--- src/rtl/pzcorebus_pkg.sv ---
// rtl/pzcorebus_pkg.sv - pzcorebus configuration, command/response types and helpers
package pzcorebus_pkg;

    typedef struct packed {
        int id_width;
        int address_width;
        int length_width;
        int data_width;
        int unit_data_width;
        int request_info_width;
        int response_info_width;
    } pzcorebus_config;

    localparam pzcorebus_config PZCOREBUS_DEFAULT_CONFIG = '{
        id_width:            4,
        address_width:       32,
        length_width:        5,
        data_width:          128,
        unit_data_width:     32,
        request_info_width:  1,
        response_info_width: 1
    };

    typedef enum logic [3:0] {
        PZCOREBUS_NULL_COMMAND          = 4'd0,
        PZCOREBUS_READ                  = 4'd1,
        PZCOREBUS_WRITE                 = 4'd2,
        PZCOREBUS_WRITE_NON_POSTED      = 4'd3,
        PZCOREBUS_FULL_WRITE            = 4'd4,
        PZCOREBUS_FULL_WRITE_NON_POSTED = 4'd5,
        PZCOREBUS_BROADCAST             = 4'd6,
        PZCOREBUS_ATOMIC                = 4'd7,
        PZCOREBUS_ATOMIC_NON_POSTED     = 4'd8,
        PZCOREBUS_MESSAGE               = 4'd9,
        PZCOREBUS_MESSAGE_NON_POSTED    = 4'd10
    } pzcorebus_command_type;

    typedef enum logic [1:0] {
        PZCOREBUS_NULL_RESPONSE      = 2'd0,
        PZCOREBUS_RESPONSE           = 2'd1,
        PZCOREBUS_RESPONSE_WITH_DATA = 2'd2
    } pzcorebus_response_type;

    function automatic logic is_posted(pzcorebus_command_type cmd);
        return cmd inside {PZCOREBUS_WRITE, PZCOREBUS_FULL_WRITE, PZCOREBUS_BROADCAST,
                           PZCOREBUS_ATOMIC, PZCOREBUS_MESSAGE};
    endfunction

    function automatic logic is_non_posted(pzcorebus_command_type cmd);
        return cmd inside {PZCOREBUS_READ, PZCOREBUS_WRITE_NON_POSTED,
                           PZCOREBUS_FULL_WRITE_NON_POSTED, PZCOREBUS_ATOMIC_NON_POSTED,
                           PZCOREBUS_MESSAGE_NON_POSTED};
    endfunction

    function automatic logic has_data(pzcorebus_command_type cmd);
        return cmd inside {PZCOREBUS_WRITE, PZCOREBUS_WRITE_NON_POSTED, PZCOREBUS_FULL_WRITE,
                           PZCOREBUS_FULL_WRITE_NON_POSTED, PZCOREBUS_BROADCAST,
                           PZCOREBUS_ATOMIC, PZCOREBUS_ATOMIC_NON_POSTED};
    endfunction

    function automatic logic response_has_data(pzcorebus_command_type cmd);
        return cmd inside {PZCOREBUS_READ, PZCOREBUS_ATOMIC_NON_POSTED};
    endfunction

    // mlength of zero encodes the maximum length 2^length_width
    function automatic logic [31:0] get_unpacked_length(pzcorebus_config cfg, logic [31:0] mlength);
        logic [31:0] mask;
        logic [31:0] len;
        mask = (32'd1 << cfg.length_width) - 32'd1;
        len  = mlength & mask;
        if (len == 32'd0) begin
            len = mask + 32'd1;
        end
        return len;
    endfunction

    function automatic logic [31:0] get_response_beats(pzcorebus_config cfg, logic [63:0] maddr,
                                                       logic [31:0] mlength);
        logic [31:0] upb;
        logic [31:0] unit_bytes;
        logic [31:0] offset;
        logic [31:0] len;
        upb        = 32'(cfg.data_width / cfg.unit_data_width);
        unit_bytes = 32'(cfg.unit_data_width / 8);
        offset     = 32'((maddr / 64'(unit_bytes)) % 64'(upb));
        len        = get_unpacked_length(cfg, mlength);
        return (offset + len + upb - 32'd1) / upb;
    endfunction

endpackage

--- src/rtl/pzcorebus_if.sv ---
// rtl/pzcorebus_if.sv - pzcorebus command/data/response channel bundle
interface pzcorebus_if
    import pzcorebus_pkg::*;
#(
    parameter pzcorebus_config BUS_CONFIG = PZCOREBUS_DEFAULT_CONFIG
) ();
    localparam int IW  = BUS_CONFIG.id_width;
    localparam int AW  = BUS_CONFIG.address_width;
    localparam int LW  = BUS_CONFIG.length_width;
    localparam int DW  = BUS_CONFIG.data_width;
    localparam int UW  = BUS_CONFIG.data_width / BUS_CONFIG.unit_data_width;
    localparam int BW  = BUS_CONFIG.data_width / 8;
    localparam int RIW = BUS_CONFIG.request_info_width;
    localparam int SIW = BUS_CONFIG.response_info_width;

    logic                   scmd_accept;
    logic                   mcmd_valid;
    pzcorebus_command_type  mcmd;
    logic [IW-1:0]          mid;
    logic [AW-1:0]          maddr;
    logic [LW-1:0]          mlength;
    logic [RIW-1:0]         minfo;
    logic                   sdata_accept;
    logic                   mdata_valid;
    logic [DW-1:0]          mdata;
    logic [BW-1:0]          mdata_byteen;
    logic                   mdata_last;
    logic                   mresp_accept;
    logic                   sresp_valid;
    pzcorebus_response_type sresp;
    logic [IW-1:0]          sid;
    logic                   serror;
    logic [DW-1:0]          sdata;
    logic [SIW-1:0]         sinfo;
    logic [UW-1:0]          sresp_uniten;
    logic                   sresp_last;

    modport master (
        input  scmd_accept, sdata_accept, sresp_valid, sresp, sid, serror, sdata, sinfo,
               sresp_uniten, sresp_last,
        output mcmd_valid, mcmd, mid, maddr, mlength, minfo, mdata_valid, mdata,
               mdata_byteen, mdata_last, mresp_accept
    );

    modport slave (
        output scmd_accept, sdata_accept, sresp_valid, sresp, sid, serror, sdata, sinfo,
               sresp_uniten, sresp_last,
        input  mcmd_valid, mcmd, mid, maddr, mlength, minfo, mdata_valid, mdata,
               mdata_byteen, mdata_last, mresp_accept
    );
endinterface

--- src/rtl/pzcorebus_dummy_slave_resp_counter.sv ---
// rtl/pzcorebus_dummy_slave_resp_counter.sv - loadable down-counter of remaining response beats
module pzcorebus_dummy_slave_resp_counter #(
    parameter int WIDTH = 6
) (
    input  logic             i_clk,
    input  logic             i_rst,
    input  logic             load,
    input  logic [WIDTH-1:0] load_value,
    input  logic             decrement,
    output logic             last,
    output logic             done
);
    logic [WIDTH-1:0] count;

    always_ff @(posedge i_clk) begin
        if (i_rst) begin
            count <= '0;
        end else if (load) begin
            count <= load_value;
        end else if (decrement && (count != '0)) begin
            count <= count - 1'b1;
        end
    end

    assign last = (count == WIDTH'(1));
    assign done = decrement && last;
endmodule

--- src/rtl/pzcorebus_dummy_slave.sv ---
// rtl/pzcorebus_dummy_slave.sv - terminating pzcorebus responder: drains writes, answers with constant data
module pzcorebus_dummy_slave
    import pzcorebus_pkg::*;
#(
    parameter pzcorebus_config                BUS_CONFIG     = PZCOREBUS_DEFAULT_CONFIG,
    parameter logic [BUS_CONFIG.data_width-1:0] RESPONSE_DATA  = '0,
    parameter logic                           RESPONSE_ERROR = 1'b1
) (
    input  logic       i_clk,
    input  logic       i_rst,
    pzcorebus_if.slave slave_if,
    output logic       o_busy
);
    localparam int IW = BUS_CONFIG.id_width;
    localparam int DW = BUS_CONFIG.data_width;
    localparam int CW = BUS_CONFIG.length_width + 1;

    typedef enum logic [1:0] {
        IDLE,
        WDATA,
        RESP
    } state_t;

    state_t                 state;
    pzcorebus_command_type  cmd;
    logic [IW-1:0]          mid_q;
    logic                   scmd_accept;
    logic                   sdata_accept;
    logic                   sresp_valid;
    pzcorebus_response_type sresp;
    logic [IW-1:0]          sid;
    logic                   serror;
    logic [DW-1:0]          sdata;
    logic                   busy;

    logic                   cmd_ack;
    logic [CW-1:0]          cmd_beats;
    logic                   resp_last;
    logic                   resp_done;

    assign cmd_ack   = (state == IDLE) && slave_if.mcmd_valid;
    assign cmd_beats = (slave_if.mcmd == PZCOREBUS_READ)
                     ? CW'(get_response_beats(BUS_CONFIG, 64'(slave_if.maddr), 32'(slave_if.mlength)))
                     : CW'(1);

    // Loaded for every accepted command; posted commands never decrement it
    pzcorebus_dummy_slave_resp_counter #(
        .WIDTH (CW)
    ) u_resp_counter (
        .i_clk      (i_clk),
        .i_rst      (i_rst),
        .load       (cmd_ack),
        .load_value (cmd_beats),
        .decrement  (sresp_valid && slave_if.mresp_accept),
        .last       (resp_last),
        .done       (resp_done)
    );

    always_ff @(posedge i_clk) begin
        if (i_rst) begin
            state        <= IDLE;
            cmd          <= PZCOREBUS_NULL_COMMAND;
            mid_q        <= '0;
            scmd_accept  <= 1'b1;
            sdata_accept <= 1'b0;
            sresp_valid  <= 1'b0;
            sresp        <= PZCOREBUS_RESPONSE;
            sid          <= '0;
            serror       <= 1'b0;
            sdata        <= '0;
            busy         <= 1'b0;
        end else begin
            case (state)
                IDLE: begin
                    if (slave_if.mcmd_valid) begin
                        cmd   <= slave_if.mcmd;
                        mid_q <= slave_if.mid;
                        if (has_data(slave_if.mcmd)) begin
                            state        <= WDATA;
                            scmd_accept  <= 1'b0;
                            sdata_accept <= 1'b1;
                            busy         <= 1'b1;
                        end else if (is_non_posted(slave_if.mcmd)) begin
                            state       <= RESP;
                            scmd_accept <= 1'b0;
                            sresp_valid <= 1'b1;
                            sid         <= slave_if.mid;
                            serror      <= RESPONSE_ERROR;
                            sresp       <= response_has_data(slave_if.mcmd)
                                         ? PZCOREBUS_RESPONSE_WITH_DATA : PZCOREBUS_RESPONSE;
                            sdata       <= response_has_data(slave_if.mcmd) ? RESPONSE_DATA : '0;
                            busy        <= 1'b1;
                        end
                    end
                end
                WDATA: begin
                    if (slave_if.mdata_valid && slave_if.mdata_last) begin
                        sdata_accept <= 1'b0;
                        if (is_non_posted(cmd)) begin
                            state       <= RESP;
                            sresp_valid <= 1'b1;
                            sid         <= mid_q;
                            serror      <= RESPONSE_ERROR;
                            sresp       <= response_has_data(cmd)
                                         ? PZCOREBUS_RESPONSE_WITH_DATA : PZCOREBUS_RESPONSE;
                            sdata       <= response_has_data(cmd) ? RESPONSE_DATA : '0;
                        end else begin
                            state       <= IDLE;
                            scmd_accept <= 1'b1;
                            busy        <= 1'b0;
                        end
                    end
                end
                RESP: begin
                    if (resp_done) begin
                        state       <= IDLE;
                        scmd_accept <= 1'b1;
                        sresp_valid <= 1'b0;
                        sresp       <= PZCOREBUS_RESPONSE;
                        sid         <= '0;
                        serror      <= 1'b0;
                        sdata       <= '0;
                        busy        <= 1'b0;
                    end
                end
                default: state <= IDLE;
            endcase
        end
    end

    assign slave_if.scmd_accept  = scmd_accept;
    assign slave_if.sdata_accept = sdata_accept;
    assign slave_if.sresp_valid  = sresp_valid;
    assign slave_if.sresp        = sresp;
    assign slave_if.sid          = sid;
    assign slave_if.serror       = serror;
    assign slave_if.sdata        = sdata;
    assign slave_if.sinfo        = '0;
    assign slave_if.sresp_uniten = '1;
    assign slave_if.sresp_last   = sresp_valid && resp_last;
    assign o_busy                = busy;

    logic unused_inputs;
    assign unused_inputs = ^{slave_if.minfo, slave_if.mdata, slave_if.mdata_byteen};
endmodule

--- src/flat_wrapper.sv ---
// flat-port wrapper written by rule: the top's interface ports become plain ports
module pzcorebus_dummy_slave_flat import pzcorebus_pkg::*;
#(
    parameter pzcorebus_config                BUS_CONFIG     = PZCOREBUS_DEFAULT_CONFIG,
    parameter logic [BUS_CONFIG.data_width-1:0] RESPONSE_DATA  = '0,
    parameter logic                           RESPONSE_ERROR = 1'b1
)
  (i_clk, i_rst, o_busy, slave_if_scmd_accept, slave_if_sdata_accept, slave_if_sresp_valid, slave_if_sresp, slave_if_sid, slave_if_serror, slave_if_sdata, slave_if_sinfo, slave_if_sresp_uniten, slave_if_sresp_last, slave_if_mcmd_valid, slave_if_mcmd, slave_if_mid, slave_if_maddr, slave_if_mlength, slave_if_minfo, slave_if_mdata_valid, slave_if_mdata, slave_if_mdata_byteen, slave_if_mdata_last, slave_if_mresp_accept);
  pzcorebus_if #(.BUS_CONFIG(BUS_CONFIG)) slave_if_i ();
  input  logic i_clk;
  input  logic i_rst;
  output logic o_busy;
  output wire logic [$bits(slave_if_i.scmd_accept)-1:0] slave_if_scmd_accept;
  output wire logic [$bits(slave_if_i.sdata_accept)-1:0] slave_if_sdata_accept;
  output wire logic [$bits(slave_if_i.sresp_valid)-1:0] slave_if_sresp_valid;
  output wire logic [$bits(slave_if_i.sresp)-1:0] slave_if_sresp;
  output wire logic [$bits(slave_if_i.sid)-1:0] slave_if_sid;
  output wire logic [$bits(slave_if_i.serror)-1:0] slave_if_serror;
  output wire logic [$bits(slave_if_i.sdata)-1:0] slave_if_sdata;
  output wire logic [$bits(slave_if_i.sinfo)-1:0] slave_if_sinfo;
  output wire logic [$bits(slave_if_i.sresp_uniten)-1:0] slave_if_sresp_uniten;
  output wire logic [$bits(slave_if_i.sresp_last)-1:0] slave_if_sresp_last;
  input wire logic [$bits(slave_if_i.mcmd_valid)-1:0] slave_if_mcmd_valid;
  input wire logic [$bits(slave_if_i.mcmd)-1:0] slave_if_mcmd;
  input wire logic [$bits(slave_if_i.mid)-1:0] slave_if_mid;
  input wire logic [$bits(slave_if_i.maddr)-1:0] slave_if_maddr;
  input wire logic [$bits(slave_if_i.mlength)-1:0] slave_if_mlength;
  input wire logic [$bits(slave_if_i.minfo)-1:0] slave_if_minfo;
  input wire logic [$bits(slave_if_i.mdata_valid)-1:0] slave_if_mdata_valid;
  input wire logic [$bits(slave_if_i.mdata)-1:0] slave_if_mdata;
  input wire logic [$bits(slave_if_i.mdata_byteen)-1:0] slave_if_mdata_byteen;
  input wire logic [$bits(slave_if_i.mdata_last)-1:0] slave_if_mdata_last;
  input wire logic [$bits(slave_if_i.mresp_accept)-1:0] slave_if_mresp_accept;
  assign slave_if_scmd_accept = slave_if_i.scmd_accept;
  assign slave_if_sdata_accept = slave_if_i.sdata_accept;
  assign slave_if_sresp_valid = slave_if_i.sresp_valid;
  assign slave_if_sresp = slave_if_i.sresp;
  assign slave_if_sid = slave_if_i.sid;
  assign slave_if_serror = slave_if_i.serror;
  assign slave_if_sdata = slave_if_i.sdata;
  assign slave_if_sinfo = slave_if_i.sinfo;
  assign slave_if_sresp_uniten = slave_if_i.sresp_uniten;
  assign slave_if_sresp_last = slave_if_i.sresp_last;
  assign slave_if_i.mcmd_valid = slave_if_mcmd_valid;
  assign slave_if_i.mcmd = slave_if_mcmd;
  assign slave_if_i.mid = slave_if_mid;
  assign slave_if_i.maddr = slave_if_maddr;
  assign slave_if_i.mlength = slave_if_mlength;
  assign slave_if_i.minfo = slave_if_minfo;
  assign slave_if_i.mdata_valid = slave_if_mdata_valid;
  assign slave_if_i.mdata = slave_if_mdata;
  assign slave_if_i.mdata_byteen = slave_if_mdata_byteen;
  assign slave_if_i.mdata_last = slave_if_mdata_last;
  assign slave_if_i.mresp_accept = slave_if_mresp_accept;
  pzcorebus_dummy_slave #(.BUS_CONFIG(BUS_CONFIG), .RESPONSE_DATA(RESPONSE_DATA), .RESPONSE_ERROR(RESPONSE_ERROR)) u_core (.i_clk(i_clk), .i_rst(i_rst), .slave_if(slave_if_i), .o_busy(o_busy));
endmodule
--- config.mk ---
export PLATFORM = sky130hd
export DESIGN_NAME = pzcorebus_dummy_slave_flat
export DESIGN_NICKNAME = d
export VERILOG_FILES = /design/src/rtl/pzcorebus_pkg.sv /design/src/rtl/pzcorebus_if.sv /design/src/rtl/pzcorebus_dummy_slave_resp_counter.sv /design/src/rtl/pzcorebus_dummy_slave.sv /design/src/flat_wrapper.sv
export SDC_FILE = /design/constraint.sdc
export NUM_CORES = 1
export LEC_CHECK = 0
export BUFFER_PORTS_ARGS = -buffer_cell sky130_fd_sc_hd__buf_2
export CORE_AREA = 8 8 127 129
export DETAILED_ROUTE_END_ITERATION = 10
export DIE_AREA = 0 0 135 137
export PLACE_DENSITY = 0.53
export SLEW_MARGIN = 10
export SYNTH_ARGS = -nofsm -noshare
export SYNTH_HDL_FRONTEND = slang
export SYNTH_SLANG_ARGS = --single-unit
--- constraint.sdc ---
create_clock -name i_clk -period 3.1 [get_ports i_clk]
set_input_delay 0.155 -clock i_clk [delete_from_list [all_inputs] [get_ports i_clk]]
set_output_delay 0.155 -clock i_clk [all_outputs]
set_load 0.02 [all_outputs]
==> metrics.md, run 1 <==
| Metric | Value |
|---|---|
| Count of different cell masters after synthesis | `55` |
| Yosys warns | `0` |
| Vias in the first global route | `between 1500 and 2000` |
| Maximum vdd drop | `approximately 0.36 mV` |
| Synth top area share | `between 30% and 40%` |
| Post-route clock skew | `between 0.008 and 0.009 ns` |
| Post-synth ARST share | `0%` |
| Register area share after synthesis | `19.6%` |
| Pin count of the biggest net entering global routing | `32` |
| Crit end category | `flip-flop` |
| Status | `complete, no violations` |
| R2r startpoint | `u_core.state[1]` |
| Endpoints failing setup | `0` |
| Initial Util | `18.7%` |
| Post-DP HPWL | `between 5000 and 6000 um` |
| Row cnt | `44` |
| Postcts setup bufs | `0` |
| Port bufs | `32` |
| CTS buffer count | `3` |
| Fillers | `between 1500 and 2000` |
| Detailed Routing Iterations Pass 1 | `4` |
| Placer Congestion | `around 0.75` |
| Crit Path Max Fanout | `8` |
| RSZ-0062 raised after global routing | `no` |
| Clock Power Share | `21.3%` |
| Final #Nets | `562` |
| Crit path time final | `about 2.2 ns` |
| Fin. max-slew vios | `0` |
| Final hold violation count | `0` |
| Fmax | `between 400 and 500 MHz` |
| Wire length on met1 | `3080 um` |
| Die Ht | `roughly 140 um` |
| Cells after Synth | `~340` |
| Register area | `~520 um^2` |
| Area occupied by multi-input gates | `~1500 um^2` |
| Initial antenna violation count | `0` |
| Power per standard cell area | `slightly below 700 nW/um^2` |
| Most common cell after layout, fill and taps aside | `conb_1` |
| Hold path depth | `3` |
| CTS tree | `done` |
| Worst R2R Setup Slack | `0.87 ns` |
| Routed Antenna Nets | `0` |
| Post-place setup slack | `0.899 ns` |
| Die Wd | `~140 um` |
| WL met3 | `695 um` |
| Slowest CP cell | `a211oi_2` |
| Comb power frac | `roughly half` |
| Worst Reg-to-Reg Cells | `6` |
| Switching part of the total | `~46%` |
| Area Overhead vs Synth | `-2.92%` |
| Worst Setup Path Type | `flip-flop to flip-flop` |
| IO Pins | `341` |
| Worst Path Required | `3.25 ns` |
| Total number of vias | `~1900` |
| First-pass GRT wire length | `around 9000 um` |
| DR WL met2 | `about 2400 um` |
| Commonest non-fill, non-tap cells in the layout | `conb_1 (133), nand2_1 (34), buf_2 (32)` |
| Max cap viols | `0` |
| Switching power | `820 uW` |
| Total global-route track usage | `slightly below 6%` |
| Worst-path clk slew | `about 0.07 ns` |
| Area contributors post-synth | `buf_4 (38%), dfxtp_1 (20%), nand2_1 (4.8%)` |
| Drt initial violations | `41` |
| Worst hold start | `slave_if_mid[2]` |
| Uppermost layer routed | `met4` |
| Clock buffer depth | `2` |
| Share of cells above drive strength 1 | `approximately an eighth` |
| Worst-Skew Late Latency | `0.26 ns` |
| Ant. Diodes | `0` |
| Root buffer cell | `clkbuf_16` |
| Setup TNS | `0 ns` |
| #FFs+latches synth | `26` |
| Drt drc | `0` |
| Core ar. | `about 14000 um^2` |
| Routed WL | `6210 um` |
| Cell internal pwr | `between 900 and 1000 uW` |
| Grt ovf | `0` |
| Number of enable flip-flop cells after synthesis | `0` |
| Leakage | `approximately 0.0012 uW` |
| CP Launch Type | `flip-flop` |
| Hold Buf Count CTS | `0` |
| Die ar. | `around 18000 um^2` |
| CP Cell Sequence | `inv_1 > ha_1 > nor2b_1 > a211oi_2 > o2111a_1 > mux2_1` |
| Hold Crit Endpoint | `u_core.mid_q[2]` |
| Critical path's largest stage delay | `0.50 ns` |
| Share of power burned in registers | `between 20 and 30%` |
| Period utilization | `~72%` |
| Fin worst setup slack | `0.870 ns` |
| Avg Inst Size Synth | `between 7 and 8 um^2` |
| CP arrival | `approximately 2.4 ns` |
| H-tree Lvls | `1` |
| Worst-Margin Slew | `roughly 0.64 ns` |
| Routed wire per std cell | `11.5 um` |
| Area leader, netlist | `buf_4` |
| Vias/cell | `between 3 and 4` |
| Synthesized area | `approximately 2700 um^2` |
| Rel. slew slack | `a little under three fifths` |
| Min-Delay Path Class | `primary input to flip-flop` |
| Critical R2R Capture | `u_core.o_busy` |
| Clock sink count | `26` |
| Synth Flop Type | `dfxtp_1` |
| Post_cts resized | `0` |
[worst max-delay path: cells and delay by family, from the launching register on]
kind            cells  cell delay, ns
mux                 1            0.33
compound gates      2            0.84
fa+ha+maj           1            0.28
flops               1            0.40
simple gates        1            0.20
buf+inv             1            0.08
[routing by layer]
metal / vias to the layer above / track usage [%]
met4: 0 / 2.28
met3: 2 / 0.844
met5: - / 0
li1: 918 / -
met1: 827 / 8.79
met2: 130 / 8.13
[synth_stat cells, types with 3 or more instances]
cell type and instances:
a211oi_1 7, a21o_1 3, a21oi_1 18, a41oi_1 5
and3_1 3, buf_4 135, clkbuf_1 8, dfxtp_1 26
ha_1 8, inv_1 10, mux2i_1 4, nand2_1 34
nand2b_1 3, nor2_1 6, nor2b_1 3, nor3_1 5
o21ai_0 7, o31ai_1 3
[worst max-delay path by stage]
stage,start,end,slack [ns],depth (start not counted)
after CTS,u_core.state[1],u_core.slave_if.sresp[1],0.87,6
after global routing,u_core.state[1],u_core.slave_if.sresp[1],0.70,6
after global placement,u_core.state[1],u_core.slave_if.sresp[1],0.91,6
after floorplan,u_core.state[0],u_core.o_busy,1.21,6
after detailed placement,u_core.state[1],u_core.slave_if.sresp[0],0.90,6
final,u_core.state[1],u_core.o_busy,0.87,6
[metrics by stage]
step                      hold WS, ns  instances  power, uW  instance area [um^2]  utilization (%)
final                           0.134        540       1790                  2580             18.1
after global routing            0.152        540       1930                  2580             18.1
after CTS                       0.133        540       1800                  2580             18.1
after detailed placement        0.416        536       1410                  2470             17.4
after global placement          0.410        536       1410                  2470             17.4
after floorplan                 0.291        466       1350                  3150                -
[layout make-up]
class | instances | area share (%)
Tap cell | 184 | 8.93
Multi-Input combinational cell | 284 | 59.1
Clock buffer | 3 | 2.91
Clock inverter | 1 | 1.17
Inverter | 10 | 1.46
Sequential cell | 26 | 20.2
Timing Repair Buffer | 32 | 6.21
[power by group through the flow]
stage          combinational, uW  sequential, uW  clock [uW]
2_1_floorplan                801             548           0
3_3_place_gp                 891             516           0
3_5_place_dp                 895             516           0
4_1_cts                      897             508         391
5_1_grt                     1010             524         402
6_report                     898             508         380
[cell families after synthesis]
family                   Yosys count  share of synthesized area (%)
XOR/XNOR                           4                           1.32
AO/OA/AOI/OAI                     62                           16.7
buffers and inverters            156                           41.5
multiplexers                       5                           1.93
flip-flops                        26                           19.6
adder cells (fa/ha/maj)            9                           4.52
AND/OR/NAND/NOR                   71                           14.1
other                              2                          0.283
[flip-flops by register name (all words and copies together), names as in the netlist]
register                      count
u_core.slave_if.sid               4
u_core.state                      2
u_core.o_busy                     1
u_core.u_resp_counter.count       6
u_core.mid_q                      4
u_core.slave_if.sresp             2
u_core.slave_if.scmd_accept       1
u_core.slave_if.sdata_accept      1
u_core.cmd                        4
u_core.slave_if.sresp_valid       1
Note: power is estimated with default switching activity, not from simulation.
==> inputs of run 2 (changes only) <==
--- a/config.mk
+++ b/config.mk
@@ -9,7 +9,7 @@
 export CORE_AREA = 8 8 127 129
 export DETAILED_ROUTE_END_ITERATION = 10
 export DIE_AREA = 0 0 135 137
-export PLACE_DENSITY = 0.53
+export PLACE_DENSITY = 0.54
 export SLEW_MARGIN = 10
 export SYNTH_ARGS = -nofsm -noshare
 export SYNTH_HDL_FRONTEND = slang
==> constraint.sdc (replaced) <==
create_clock -name i_clk -period 1.8 [get_ports i_clk]
set_input_delay 0.09 -clock i_clk [delete_from_list [all_inputs] [get_ports i_clk]]
set_output_delay 0.09 -clock i_clk [all_outputs]
set_load 0.02 [all_outputs]
==> metrics.md, run 2 (same netlist as run 1, synthesis figures left out) <==
| Metric | Value |
|---|---|
| Status | `complete, no violations` |
| Commonest non-fill, non-tap cells in the layout | `conb_1 (133), nand2_1 (34), buf_2 (32)` |
| Crit path buf inv count | `4` |
| Vias/cell | `around 3.5` |
| Ant. Diodes | `0` |
| Pin count of the biggest net entering global routing | `32` |
| Rel. slew slack | `just over 60%` |
| Max cap viols | `0` |
| Port bufs | `32` |
| IO Pins | `341` |
| Vias in the first global route | `approximately 1800` |
| Hold Crit Endpoint | `u_core.mid_q[1]` |
| CP arrival | `1.83 ns` |
| CTS tree | `done` |
| Crit path time final | `1.70 ns` |
| Grt ovf | `0` |
| Met2 capacity usage during global routing | `~8%` |
| Post-DP HPWL | `~5400 um` |
| Tot Pwr | `3240 uW` |
| Met3 GRT Util | `less than 1%` |
| Hold path depth | `3` |
| Dpl cell area | `approximately 2600 um^2` |
| CP Cell Sequence | `buf_4 > ha_1 > inv_1 > a221o_1 > and4_1 > buf_4 > buf_4 > mux2i_1` |
| Drt drc | `0` |
| CTS buffer count | `3` |
| Total global-route track usage | `between 5 and 6%` |
| Worst-Skew Late Latency | `roughly 0.26 ns` |
| GRT Max-Usage Layer | `met1` |
| Worst-path clk slew | `around 0.06 ns` |
| Worst Setup Path Type | `flip-flop to flip-flop` |
| Max FFs per register | `6` |
| CP Launch Type | `flip-flop` |
| CP top delay family | `buffers and inverters` |
| Min-Delay Path Class | `primary input to flip-flop` |
| Placer Congestion | `about 0.73` |
| Most common cell after layout, fill and taps aside | `conb_1` |
| Crit Path Max Fanout | `3` |
| Area Overhead vs Synth | `3.63%` |
| Die Ht | `around 140 um` |
| Leakage | `~0.0013 uW` |
| Top reg by flops | `u_core.u_resp_counter.count` |
| Slowest CP cell | `dfxtp_2` |
| Hold Buf Count CTS | `0` |
| Critical R2R Capture | `u_core.slave_if.sresp[0]` |
| Routed WL | `between 6000 and 7000 um` |
| GR Util met1 | `8.86%` |
| RSZ-0062 raised after global routing | `no` |
| Fmax | `590 MHz` |
| Worst R2R Setup Slack | `approximately 0.10 ns` |
| Root buffer cell | `clkbuf_16` |
| Initial Util | `18.7%` |
| Period utilization | `a little over nine tenths` |
| Worst Path Required | `~1.9 ns` |
| Critical path's largest stage delay | `0.34 ns` |
| Row cnt | `44` |
| Final #Nets | `between 500 and 600` |
| Final hold violation count | `0` |
| Share of cells above drive strength 1 | `between 15 and 20%` |
| Clock buffer depth | `2` |
| Routed Antenna Nets | `0` |
| Routed wire per std cell | `11.3 um` |
| Worst hold start | `slave_if_mid[1]` |
| Fin. max-slew vios | `0` |
| Setup TNS | `0 ns` |
| Detailed Routing Iterations Pass 1 | `4` |
| R2r startpoint | `u_core.state[0]` |
| Clock sink count | `26` |
| Die ar. | `~18000 um^2` |
| Core ar. | `between 10000 and 15000 um^2` |
| Power per standard cell area | `1180 nW/um^2` |
| Worst Reg-to-Reg Cells | `8` |
| Endpoints failing setup | `0` |
| Total number of vias | `around 2000` |
| Die Wd | `135 um` |
| First-pass GRT wire length | `about 9000 um` |
| H-tree Lvls | `1` |
| Initial antenna violation count | `0` |
| Post-route clock skew | `0.00277 ns` |
| Maximum vdd drop | `between 0.4 and 0.5 mV` |
| Drt initial violations | `between 100 and 150` |
| Most frequent CP cell | `buf_4` |
| Crit end category | `flip-flop` |
| Post-route cell area | `2750 um^2` |
| Worst-Margin Slew | `about 0.58 ns` |
## run 2: changes by cell type in the layout (fill, tap and decap cells not counted), sizes merged
cell    delta
buf       +25
bufinv     -1
## run 2: worst max-delay path by stage
stage,from,to,slack (ns),depth (start not counted)
2_1_floorplan,u_core.state[0],u_core.o_busy,0.02,6
3_3_place_gp,u_core.state[1],u_core.o_busy,0.03,6
3_5_place_dp,u_core.state[1],u_core.o_busy,0.06,6
4_1_cts,u_core.state[1],u_core.o_busy,0.05,6
5_1_grt,u_core.state[0],u_core.slave_if.sresp[0],0.003,8
6_report,u_core.state[0],u_core.slave_if.sresp[0],0.10,8
## run 2: cell type report
class,instances,area [um^2]
Timing Repair Buffer,57,352
Clock buffer,3,75.1
Inverter,10,37.5
Fill cell,1638,11500
Tap cell,184,230
Multi-Input combinational cell,284,1530
Sequential cell,26,523
## run 2: repair_timing
action / CTS / global route
setup endpoints to repair: 0 / 5
buffers inserted: 0 / 4
resized for setup: 0 / 7
## run 2: power breakdown
group | leakage, uW | switching [uW] | internal, uW | total (uW)
registers | 0.000214 | 133 | 733 | 865
clock network | 0.0000370 | 201 | 295 | 495
logic | 0.00106 | 1130 | 749 | 1880
total | 0.00131 | 1460 | 1780 | 3240
## run 2: worst reg2reg max path, stage by stage (launching register included)
cell and delay [ns]:
dfxtp_2 0.34, buf_4 0.11, ha_1 0.20, inv_1 0.09, a221o_1 0.28, and4_1 0.20
buf_4 0.13, buf_4 0.12, mux2i_1 0.10
## run 2: metrics by stage
step           utilization (%)  setup slack, ns  hold WS [ns]  std cells
2_1_floorplan                -           0.0202         0.226        466
3_3_place_gp              18.5           0.0262         0.346        557
3_5_place_dp              18.5           0.0554         0.351        557
4_1_cts                   19.1           0.0460        0.0725        560
5_1_grt                   19.4          0.00321        0.0810        564
6_report                  19.4            0.104        0.0764        564
## run 2: per-layer routing
| layer | vias up | routed length [um] |
|---|---|---|
| li1 | 964 | - |
| met3 | 2 | 729 |
| met1 | 854 | 3110 |
| met5 | - | 0 |
| met2 | 130 | 2460 |
| met4 | 0 | 68 |
